--- config.mk ---
export PLATFORM = sky130hd
export DESIGN_NAME = fir_decim_out
export DESIGN_NICKNAME = d
export VERILOG_FILES = /design/src/rtl/fir_pkg.sv /design/src/rtl/fir_out_fifo.sv /design/src/rtl/fir_decim_out.sv
export SDC_FILE = /design/constraint.sdc
export NUM_CORES = 1
export LEC_CHECK = 0
export ABC_CLOCK_PERIOD_IN_PS = 4900
export BUFFER_PORTS_ARGS = -buffer_cell sky130_fd_sc_hd__buf_2
export CAP_MARGIN = 10
export CORE_MARGIN = 2
export CORE_UTILIZATION = 45
export CTS_CLUSTER_SIZE = 8
export DETAILED_ROUTE_END_ITERATION = 10
export PLACE_DENSITY = 0.58
export SYNTH_ARGS = -nofsm -noshare
export SYNTH_HDL_FRONTEND = slang
export SYNTH_SLANG_ARGS = --single-unit
--- constraint.sdc ---
create_clock -name clk -period 4.9 [get_ports clk]
set_input_delay 0.98 -clock clk [delete_from_list [all_inputs] [get_ports clk]]
set_output_delay 0.98 -clock clk [all_outputs]
set_load 0.01 [all_outputs]
--- src/rtl/fir_pkg.sv ---
// fir_pkg: defaults shared by the FIR filter instance and its output stage,
// plus a constant-evaluable clog2 used to size FIFO pointers and level ports.
package fir_pkg;

    localparam int WW_DATA_DEF    = 8;  // sample width, matches the filter's output width
    localparam int LATENCY_FIR    = 3;  // i_en to o_data: prod_d, sum_d, sum3_d stages
    localparam int DECIM_W_DEF    = 4;  // width of the runtime decimation factor
    localparam int FIFO_DEPTH_DEF = 8;  // output FIFO entries (power of 2, >= 2)

    // Ceiling log2; clog2(1) = 0. Usable in parameter and port-width expressions.
    function automatic int clog2(input int value);
        int res;
        res = 0;
        for (int v = value - 1; v > 0; v = v >> 1) begin
            res++;
        end
        return res;
    endfunction

endpackage

--- src/rtl/fir_out_fifo.sv ---
// fir_out_fifo: synchronous FIFO with a registered head (no fall-through).
// A word written into an empty FIFO appears on o_rd_data / !o_empty on the
// cycle after the write. Simultaneous read and write are allowed when full.
//
// Ports:
//   clk        rising-edge clock
//   i_rst      asynchronous active-high reset (pointers, level, head -> 0)
//   i_srst     synchronous clear, priority over read and write
//   i_wr       write request (ignored when full unless a read happens too)
//   i_wr_data  write data
//   i_rd       read request (ignored when empty)
//   o_rd_data  head word, held until it is read
//   o_level    occupancy 0..DEPTH
//   o_full     level == DEPTH
//   o_empty    level == 0
module fir_out_fifo
    import fir_pkg::*;
#(
    parameter int WIDTH = WW_DATA_DEF,
    parameter int DEPTH = FIFO_DEPTH_DEF
) (
    input  logic                   clk,
    input  logic                   i_rst,
    input  logic                   i_srst,
    input  logic                   i_wr,
    input  logic [WIDTH-1:0]       i_wr_data,
    input  logic                   i_rd,
    output logic [WIDTH-1:0]       o_rd_data,
    output logic [clog2(DEPTH):0]  o_level,
    output logic                   o_full,
    output logic                   o_empty
);

    localparam int AW = clog2(DEPTH);
    localparam int LW = AW + 1;
    localparam logic [LW-1:0] LEVEL_FULL = LW'(DEPTH);

    logic [WIDTH-1:0] mem_q [DEPTH];
    logic [AW-1:0]    wr_ptr_q, wr_ptr_d;
    logic [AW-1:0]    rd_ptr_q, rd_ptr_d;
    logic [LW-1:0]    level_q, level_d;
    logic [WIDTH-1:0] head_q, head_d;
    logic             wr_ok, rd_ok;

    assign o_full  = (level_q == LEVEL_FULL);
    assign o_empty = (level_q == '0);
    assign rd_ok   = i_rd && !o_empty;
    // A read in the same cycle frees the slot, so a write into a full FIFO is legal then.
    assign wr_ok   = i_wr && (!o_full || rd_ok);

    always_comb begin
        // NOTE: every output of this block gets a default first, so no path leaves it unassigned and no latch is inferred.
        wr_ptr_d = wr_ptr_q;
        rd_ptr_d = rd_ptr_q;
        level_d  = level_q;
        head_d   = head_q;
        if (i_srst) begin
            wr_ptr_d = '0;
            rd_ptr_d = '0;
            level_d  = '0;
            head_d   = '0;
        end else begin
            if (wr_ok) wr_ptr_d = wr_ptr_q + AW'(1);
            if (rd_ok) rd_ptr_d = rd_ptr_q + AW'(1);
            case ({wr_ok, rd_ok})
                2'b10:   level_d = level_q + LW'(1);
                2'b01:   level_d = level_q - LW'(1);
                default: level_d = level_q;
            endcase
            // Preload the head register with whatever will be at the front next cycle.
            // The word being written this cycle is not in mem_q yet, so bypass it.
            if (level_d != '0) begin
                if (wr_ok && (wr_ptr_q == rd_ptr_d)) head_d = i_wr_data;
                else                                 head_d = mem_q[rd_ptr_d];
            end
        end
    end

    always_ff @(posedge clk or posedge i_rst) begin
        // NOTE: sequential state uses non-blocking assignments so every flop samples pre-edge values.
        if (i_rst) begin
            wr_ptr_q <= '0;
            rd_ptr_q <= '0;
            level_q  <= '0;
            head_q   <= '0;
        end else begin
            wr_ptr_q <= wr_ptr_d;
            rd_ptr_q <= rd_ptr_d;
            level_q  <= level_d;
            head_q   <= head_d;
        end
    end

    // NOTE: storage is deliberately not reset; level/pointers define which entries are meaningful,
    // and leaving the array reset-free lets it map onto plain RAM/flops without reset fan-out.
    always_ff @(posedge clk) begin
        if (wr_ok && !i_srst) mem_q[wr_ptr_q] <= i_wr_data;
    end

    assign o_rd_data = head_q;
    assign o_level   = level_q;

endmodule

--- src/rtl/fir_decim_out.sv ---
// fir_decim_out: output stage behind the FIR filter. A shift register models
// the filter latency to know when i_data is a real response, a counter keeps
// one sample in every N, and kept samples are queued in fir_out_fifo and
// offered on a valid/ready stream.
//
// Ports:
//   clk         rising-edge clock
//   i_rst       asynchronous active-high reset
//   i_srst      synchronous clear (same signal as the filter's), highest priority
//   i_en        sample strobe (same signal as the filter's i_en)
//   i_decim     decimation factor N; 0 and 1 keep every sample
//   i_data      filter output sample
//   o_data      FIFO head sample
//   o_valid     o_data is valid
//   i_ready     consumer accepts o_data
//   o_level     FIFO occupancy
//   o_overflow  sticky: a kept sample was dropped on a full FIFO
module fir_decim_out
    import fir_pkg::*;
#(
    parameter int WW_DATA    = WW_DATA_DEF,
    parameter int LATENCY    = LATENCY_FIR,
    parameter int DECIM_W    = DECIM_W_DEF,
    parameter int FIFO_DEPTH = FIFO_DEPTH_DEF
) (
    input  logic                          clk,
    input  logic                          i_rst,
    input  logic                          i_srst,
    input  logic                          i_en,
    input  logic [DECIM_W-1:0]            i_decim,
    input  logic signed [WW_DATA-1:0]     i_data,
    output logic signed [WW_DATA-1:0]     o_data,
    output logic                          o_valid,
    input  logic                          i_ready,
    output logic [clog2(FIFO_DEPTH):0]    o_level,
    output logic                          o_overflow
);

    logic [LATENCY-1:0] vp_q, vp_d;
    logic [DECIM_W-1:0] cnt_q, cnt_d;
    logic               overflow_q, overflow_d;
    logic [DECIM_W-1:0] neff;
    logic               in_vld, keep, wr, rd;
    logic               fifo_full, fifo_empty;

    // Effective factor: 0 behaves like 1.
    assign neff   = (i_decim == '0) ? DECIM_W'(1) : i_decim;
    assign in_vld = vp_q[LATENCY-1];
    assign keep   = in_vld && (cnt_q == '0);
    assign rd     = o_valid && i_ready;
    assign wr     = keep && (!fifo_full || rd);

    always_comb begin
        vp_d       = vp_q;
        cnt_d      = cnt_q;
        overflow_d = overflow_q;
        if (i_srst) begin
            vp_d       = '0;
            cnt_d      = '0;
            overflow_d = 1'b0;
        end else begin
            // The pipe shifts every cycle regardless of i_en, mirroring the filter stages.
            vp_d[0] = i_en;
            for (int k = 1; k < LATENCY; k++) begin
                vp_d[k] = vp_q[k-1];
            end
            // The >= compare (not ==) lets a count stranded above a newly lowered N wrap to 0.
            if (in_vld) begin
                cnt_d = (cnt_q >= neff - DECIM_W'(1)) ? '0 : cnt_q + DECIM_W'(1);
            end
            if (keep && !wr) overflow_d = 1'b1;
        end
    end

    always_ff @(posedge clk or posedge i_rst) begin
        if (i_rst) begin
            vp_q       <= '0;
            cnt_q      <= '0;
            overflow_q <= 1'b0;
        end else begin
            vp_q       <= vp_d;
            cnt_q      <= cnt_d;
            overflow_q <= overflow_d;
        end
    end

    fir_out_fifo #(
        .WIDTH (WW_DATA),
        .DEPTH (FIFO_DEPTH)
    ) u_fifo (
        .clk       (clk),
        .i_rst     (i_rst),
        .i_srst    (i_srst),
        .i_wr      (wr),
        .i_wr_data (i_data),
        .i_rd      (rd),
        .o_rd_data (o_data),
        .o_level   (o_level),
        .o_full    (fifo_full),
        .o_empty   (fifo_empty)
    );

    assign o_valid    = !fifo_empty;
    assign o_overflow = overflow_q;

endmodule

== After elaboration in Yosys (flattened, before gate mapping) ==
Memory sizes are Yosys's and may differ from the RTL's.
Index checks and enable logic that the tools add are counted.
Word-level totals
  flip-flop bits (word level): 26
  memories kept: 1
  latch bits: 0
  bits in read-only memories: 0
  bits of input ports: 17
  output and inout bits: 14
  RAM bits: 64
Cells by class
  div/mod/pow operators: 0
  $add $sub $neg: 6
  shift-type cells: 0
  reduce and logical (&&, ||, !) cells: 22
  muxes and demuxes: 20
  bitwise operators: 0
  eq/ne operators: 4
  magnitude comparators: 1
  $mul: 0
Memory list
  u_fifo.mem_q: depth 8, bits a word 8, rd ports 1, clocked after memory_dff 0, wr ports 1, line fir_out_fifo.sv:38  | logic [WIDTH-1:0] mem_q [DEPTH];
Operators by type and width (number)
  $mux W4: 6
  $mux W8: 3
  $mux W3: 6
  $logic_not A4 Y1: 3
  $add A4 B1 Y4 const B: 2
  $logic_and A1 B1 Y1: 8
  $pmux W4 S2: 1
  $reduce_bool A2 Y1: 4
  $sub A4 B1 Y4 const B: 2
  $add A3 B1 Y3 const B: 2
  $eq A4 B4 Y1 const B: 1
  $ge A4 B4 Y1: 1
  $logic_not A1 Y1: 4
  $mux W1: 4
  $reduce_bool A4 Y1: 1
  $eq A3 B3 Y1: 1
  $eq A2 B1 Y1 const B: 1
  $eq A2 B2 Y1 const B: 1
  $logic_or A1 B1 Y1: 2

== Depth between registers and ports, before layout ==
Gate-level depths: netlist (run 1).
  depth after elaboration: 12
  mapped depth: 15

== Modules after synthesis ==
From an unflattened synthesis (run 1), not the netlist that was laid out.
Second synthesis, totals
  cells, all modules: 402
  area total of the unflattened synthesis: 4857.2 µm²
By module, submodules not included
  fir_out_fifo: times used 1, area an instance 4362.9 µm², cells each 348
  fir_decim_out: times used 1, area an instance 494.2 µm², cells each 54

== Worst setup path after synthesis (run 1) ==
No wires, ideal clock.
  path type: input-to-reg
  start: input i_ready
  end: register u_fifo.head_q[0], in the netlist u_fifo.o_rd_data[0]
  arrival: 3.684 ns
  path buffers: 1
  stages on the path: 13
  setup time: 0.067 ns
  data required time: 4.833 ns
  setup slack: 1.149 ns
  cells stage by stage: and3b_1 -> nor2b_1 -> clkinv_1 -> ha_1 -> xor2_1 -> ha_1 -> a21oi_1 -> mux2i_1 -> xor2_1 -> and4_2 -> clkbuf_8 -> nor3_2 -> a221o_1
On the way
  longest elaborated chain between the ends: 9
RTL lines
  start, declared: line fir_decim_out.sv:34  | input logic i_ready,
  $logic_and A1 B1 Y1 (*): line fir_decim_out.sv:50  | assign rd = o_valid && i_ready;
  branches (longest 8 deep; another with $mem_v2 Z8 W8)
  end signal, assigned: line fir_out_fifo.sv:85  | head_q <= '0;
  end signal, assigned: line fir_out_fifo.sv:90  | head_q <= head_d;
  end, declared: line fir_out_fifo.sv:42  | logic [WIDTH-1:0] head_q, head_d;
Every way passes the cells marked *. The select of a mux whose other input is x is not followed.
A chain may end at the register's enable or synchronous reset.

== Worst setup path after layout (run 1) ==
  start: register cnt_q[0]
  end: register u_fifo.head_q[0], in the netlist u_fifo.o_rd_data[0]
On the way
  longest elaborated chain between the ends: 9
RTL lines
  start, declared: line fir_decim_out.sv:40  | logic [DECIM_W-1:0] cnt_q, cnt_d;
  start signal, assigned: line fir_decim_out.sv:82  | cnt_q <= cnt_d;
  $logic_not A4 Y1 (*): line fir_decim_out.sv:49  | assign keep = in_vld && (cnt_q == '0);
  $logic_and A1 B1 Y1 (*): line fir_decim_out.sv:49
  $logic_and A1 B1 Y1 (*): line fir_decim_out.sv:51  | assign wr = keep && (!fifo_full || rd);
  $logic_and A1 B1 Y1 (*): line fir_out_fifo.sv:49  | assign wr_ok = i_wr && (!o_full || rd_ok);
  $eq A2 B1 Y1 / $eq A2 B2 Y1 (equally long branches): line fir_out_fifo.sv:65  | case ({wr_ok, rd_ok})
  $pmux W4 S2: line fir_out_fifo.sv:65
  $mux W4: line fir_out_fifo.sv:57  | if (i_srst) begin
  $reduce_bool A4 Y1: line fir_out_fifo.sv:72  | if (level_d != '0) begin
  $reduce_bool A2 Y1 (no source line)
Mark *: on every way between the ends. The rest lies on a longest branch, timed or not. The select of a mux whose other input is x is not followed.

==> impl_results.md, run 1 <==
* Core area at 10300 µm²
* Outcome: finished clean
* GRT Total Usage at 19.4%
* Placed Cells at 483
* Crit end category: register
* Slew Limit Headroom at 14.8%
* Setup TNS at 0 ns
* DR vias at 2832
* Hold Buf Count CTS at 0
* Synth Area per Inst at 14.6 µm²
* Leak at 1.91 nW
* Synth top area cells: edfxtp_1 (40%), dfrtp_1 (14%), mux2i_1 (13%), mux4_2 (4.7%), mux4_1 (4.4%)
* Flops & latches, synth at 90
* Register-to-Register Path Depth at 14
* Die area at around 12000 µm²
* Initial core utilization at a little under half
* Area delta synth->final at 8.57%
* FP Rows at 37
* Final cell count without fillers at 499
* Final #Nets at 387
* Yosys warns at 0
* RSZ-0062 raised after global routing: false
* Synthesized area at 4800 µm²
* Critical path type: register to register
* Dpl hpwl at 6720 µm
* Clock Sinks at 90
* Synth top area share at 40.0%
* CTS max path bufs at 2
* H-tree depth at 3
* Period minus WS final at 4.17 ns
* I/O Buffers at 30
* Largest area contributor in the netlist: edfxtp_1
* P per Cell Area at 325 nW/µm²
* CTS buffer count at 9
* CP Launch Type: register
* WL per Instance at 20.8 µm
* Slew Viols, Final at 0
* VDD IR max at 0.141 mV
* Total length of routed wires at 10400 µm
* Root Buffer: clkbuf_8
* Total gr overflow at 0
* Post-synth EDFFs at 64
* ANT cells at 0
* I/O pins at 31
* Hold Path Class: register to register
* Clk pin slew, worst setup/hold paths at 0.09 ns
* Fin crit share at 85.2%
* Cell Area, Placed at 5020 µm²
* Highest clock rate at 240 MHz
* Initial antenna violation count at 0
* Max cap viols at 0
* GPL Wtd Cong at 0.791
* Router iterations before antenna repair at 4
* Final Cell Area at 5210 µm²
* Worst hold path depth at 1
* CP arrival at 4.42 ns
* Most frequent cells in the layout: edfxtp_1 (64), mux2i_1 (62), buf_2 (30)
* DRT antenna net count at 0
* Synth Flop Type: edfxtp_1
* Critical Path RT at 5.15 ns
* Worst-Margin Slew at approximately 1.3 ns
* Post-Synthesis Cells at 329
* CP Max Fanout at 9
* Synth async-reset ratio at 28.9%
* Die height at approximately 110 µm
* Post-synth net total at 358
* DRC Markers at 0
* Library cells used by synthesis at 55
* First-pass GRT wire length at 16200 µm
* Die Wd at about 110 µm
* Clock latency on the worst-skew pair at 0.36 ns
* Commonest non-fill, non-tap cell in the layout: edfxtp_1
* Largest net degree at the start of global routing at 34
* Post-CTS Resized at 0
* Iter 0 DRT Violations at 206
* Sequential fraction of the synthesis area at a little over half
* Share of post-route cells with drive strength above 1 at 21.2%
* Final setup fails at 0
* Fin. Hold Viols at 0
* Vias in the first global route at 2791
* Layout Skew at 0.0129 ns
* Post-CTS setup buffer count at 0
* CTS tree: yes
* Via density at 5.68
==> metrics by stage <==
stage	util [%]	power [W]	hold slack [ns]	setup WS [ns]
floorplan	-	0.00114	0.439	1.15
global placement	48.6	0.00121	0.449	0.759
detailed placement	48.6	0.00121	0.453	0.606
CTS	50.5	0.00171	0.492	0.761
global route	50.5	0.00177	0.527	0.345
finish	50.5	0.00169	0.487	0.726
==> cells in the mapped netlist (3+ instances only) <==
cell      instances
a221o_1           8
o21ai_0           5
buf_6             7
mux4_2           10
nand3_1           3
clkbuf_1          4
a21oi_1           7
edfxtp_1         64
ha_1             12
mux4_1            8
inv_1             7
nor3_1            8
dfrtp_1          26
nor2b_1           5
nor2_1           20
mux2i_1          62
a21o_1            3
and3_2            4
nand2b_1          3
xor2_1            8
nand2_1          10
xnor2_1           5
and3_1            4
==> power breakdown <==
| group | total (W) | leakage (nW) | switching (W) | internal (W) |
|---|---|---|---|---|
| logic | 0.000324 | 0.887 | 0.000177 | 0.000148 |
| registers | 0.000871 | 0.928 | 0.0000295 | 0.000841 |
| clock network | 0.000498 | 0.0951 | 0.000263 | 0.000235 |
| total | 0.00169 | 1.91 | 0.000469 | 0.00122 |
==> sequential cells by signal, indices dropped and copies added (netlist names) <==
signal,flops
o_overflow,1
u_fifo.o_rd_data,8
vp_q,3
u_fifo.rd_ptr_q,3
u_fifo.mem_q,64
cnt_q,4
u_fifo.wr_ptr_q,3
u_fifo.o_level,4
==> worst max-delay path: stages, from the launching register on <==
cell and delay (ns):
dfrtp_1 0.43, inv_1 0.11, ha_1 0.15, nor4bb_1 0.37
nor2b_1 0.39, clkinv_1 0.37, ha_1 0.35, xor2_1 0.16
ha_1 0.19, a21oi_1 0.16, mux2i_1 0.26, xor2_1 0.25
nand4_1 0.31, and3_2 0.30, a221o_1 0.26
==> logic make-up (layout without fill, tap and decap cells) <==
group / count (synthesis) / in the layout / share of synthesized area, %
buf+inv: 29 / 63 / 4.61
xor+xnor: 14 / 14 / 2.95
compound gates: 34 / 34 / 5.58
mux: 80 / 80 / 22.0
fa+ha+maj: 12 / 12 / 3.13
flops: 90 / 90 / 53.6
simple gates: 70 / 70 / 8.16
==> layer usage <==
layer,GRT usage [%],up-vias,part of all wire [%]
li1,-,1334,-
met1,27.7,1412,46
met2,29.9,71,47
met3,2.72,15,5.7
met4,8.26,0,1.8
met5,0,-,0
==> worst paths after layout <==
| check | from | end | slack [ns] |
|---|---|---|---|
| max | cnt_q[0] | u_fifo.o_rd_data[0] | 0.73 |
| max reg2reg | cnt_q[0] | u_fifo.o_rd_data[0] | 0.73 |
| min reg2reg | vp_q[0] | vp_q[1] | 0.49 |
| max in group asynchronous | i_rst | u_fifo.wr_ptr_q[1] | 3.44 |
| min | vp_q[0] | vp_q[1] | 0.49 |
| min in group asynchronous | i_rst | o_overflow | 0.85 |
==> area by class of cell <==
type | count | area (µm²)
well taps | 136 | 170
repair buffers | 38 | 210
multi-input cells | 210 | 2030
fillers | 886 | 5110
clock buffers | 9 | 124
flip-flops and latches | 90 | 2570
clock inverters | 7 | 67.6
inverters | 9 | 33.8
No activity file was read; power rests on OpenSTA's default activity.
==> run 2: changes to the inputs <==
- ABC_CLOCK_PERIOD_IN_PS: 4900 -> 5070
- clock period: 4.9 -> 5.07 ns (I/O delays scaled with it)
==> run 2 against run 1 <==
Fmax grew 0.82%. Global-route usage shrank 0.55 points. Clock skew grew 0.0032 ns. Via count is the same. Critical endpoint unchanged. Critical path type unchanged. Sequential power shrank 3.6%. Worst hold slack lost 0.014 ns. Die area is the same. Combinational power shrank 4%.
==> impl_results.md, run 2 (synthesis gave the netlist of run 1 again) <==
* Outcome: finished clean
* Slowest stage delay, CP at 0.43 ns
* Post-CTS setup buffer count at 0
* Initial antenna violation count at 0
* Critical path type: register to register
* Root Buffer: clkbuf_8
* Cell Area, Placed at 5030 µm²
* DRT antenna net count at 0
* Final setup fails at 0
* Worst Setup Slack, final at 0.930 ns
* Share of post-route cells with drive strength above 1 at between 20% and 30%
* Number of flip-flops in the largest register at 64
* Sequential power share at around 50%
* Hold Buf Count CTS at 0
* GRT Total Usage at between 10% and 20%
* Psw at 0.000465 W
* DRC Markers at 0
* P per Cell Area at approximately 310 nW/µm²
* First-pass GRT wire length at 15900 µm
* Critical Path RT at 5.32 ns
* Worst hold margin at 0.472 ns
* Fin. Hold Viols at 0
* WL per Instance at 20.0 µm
* Die height at 107 µm
* Post-CTS Resized at 0
* Worst-Margin Slew at between 1 and 1.5 ns
* Die area at 11500 µm²
* Top reg by flops: u_fifo.mem_q
* Final Cell Area at roughly 5200 µm²
* GPL Wtd Cong at 0.758
* Int Power at 0.00117 W
* Crit-path leading delay family: simple AND/OR/NAND/NOR gates
* Slew Limit Headroom at 29.1%
* Via density at 5.66
* Total gr overflow at 0
* I/O pins at 31
* Vias in the first global route at around 2800
* CP arrival at 4.39 ns
* VDD IR max at approximately 0.13 mV
* Leak at 1.92 nW
* Initial core utilization at 46.5%
* CTS buffer count at 9
* Die Wd at between 100 and 150 µm
* Clock Sinks at 90
* Commonest non-fill, non-tap cell in the layout: edfxtp_1
* Switching part of the total at 28.4%
* CP dominant cell by count: ha_1
* Clock latency on the worst-skew pair at 0.36 ns
* Core area at 10300 µm²
* Slew Viols, Final at 0
* Largest net degree at the start of global routing at 35
* H-tree depth at 3
* CTS tree: yes
* Total length of routed wires at ~10000 µm
* Fin crit share at 81.7%
* CP Cell Sequence: inv_1, ha_1, nor4bb_1, nor2b_1, clkinv_1, ha_1, xor2_1, ha_1, a21oi_1, mux2i_1, xor2_1, and4_2, nor3_2, a221o_1
* I/O Buffers at 30
* CP Launch Type: register
* Hold Path Class: register to register
* Worst path bufs/invs at 2
* Area delta synth->final at 8.76%
* Layout Skew at roughly 0.016 ns
* Setup WS pre-CTS at approximately 0.77 ns
* RSZ-0062 raised after global routing: false
* Crit-path slowest cell: dfrtp_1
* Setup TNS at 0 ns
* ANT cells at 0
* Max cap viols at 0
* Clk pin slew, worst setup/hold paths at 0.09 ns
* CTS max path bufs at 2
* Min-delay src: vp_q[0]
* Crit end category: register
* Worst r2r src: cnt_q[0]
* Dpl hpwl at between 6000 and 7000 µm
* Highest clock rate at 242 MHz
* Router iterations before antenna repair at 4
* DR vias at ~2800
* CP Max Fanout at 9
* Clock power share at 29.5%
* Comb power frac at 19.1%
* Period minus WS final at 4.14 ns
* FP Rows at 37
* Final #Nets at 388
* Power Total at 0.00163 W
* Crit path from: cnt_q[0]
* Iter 0 DRT Violations at ~150
* Most frequent cells in the layout: edfxtp_1 (64), mux2i_1 (62), buf_2 (30)
[run 2: changes by cell type in the layout (fill, tap and decap cells not counted), sizes merged]
cell	previous run	this run
clkinv	4	3
clkbuf	9	11
clkinvlp	1	0
buf	38	39
inv	10	11
bufinv	1	0
[run 2: area by class of cell]
| cell class | instances | area, µm² |
|---|---|---|
| clock buffers | 11 | 153 |
| flip-flops and latches | 90 | 2570 |
| clock inverters | 5 | 40.0 |
| repair buffers | 39 | 218 |
| well taps | 136 | 170 |
| inverters | 9 | 33.8 |
| fillers | 902 | 5100 |
| multi-input cells | 210 | 2030 |
[run 2: layer usage]
metal / wire length, µm / vias up / track usage, % / share of wire (%)
met5: 0 / - / 0 / 0
met4: 184 / 0 / 8.81 / 1.8
met3: 651 / 12 / 2.48 / 6.5
met2: 4540 / 78 / 27.8 / 45
met1: 4640 / 1412 / 27.9 / 46
li1: - / 1330 / - / -
[run 2: final timing paths]
path / endpoint / slack (ns) / cells after the start
min in group asynchronous: u_fifo.rd_ptr_q[2] / 0.89 / 2
max in group asynchronous: cnt_q[1] / 3.53 / 2
max reg2reg: u_fifo.o_rd_data[0] / 0.93 / 14
min: vp_q[1] / 0.47 / 1
max: u_fifo.o_rd_data[0] / 0.93 / 14
min reg2reg: vp_q[1] / 0.47 / 1
[run 2: per-stage QoR]
step,utilization (%),std cells
floorplan,-,329
global placement,48.7,484
detailed placement,48.7,484
CTS,50.6,500
global route,50.6,500
finish,50.6,500
[run 2: power by group through the flow]
stage | clock, W | sequential (W) | combinational [W]
finish | 0.000482 | 0.000840 | 0.000312
floorplan | 0 | 0.000856 | 0.000242
detailed placement | 0 | 0.000857 | 0.000314
global placement | 0 | 0.000857 | 0.000311
global route | 0.000518 | 0.000845 | 0.000343
CTS | 0.000493 | 0.000841 | 0.000315
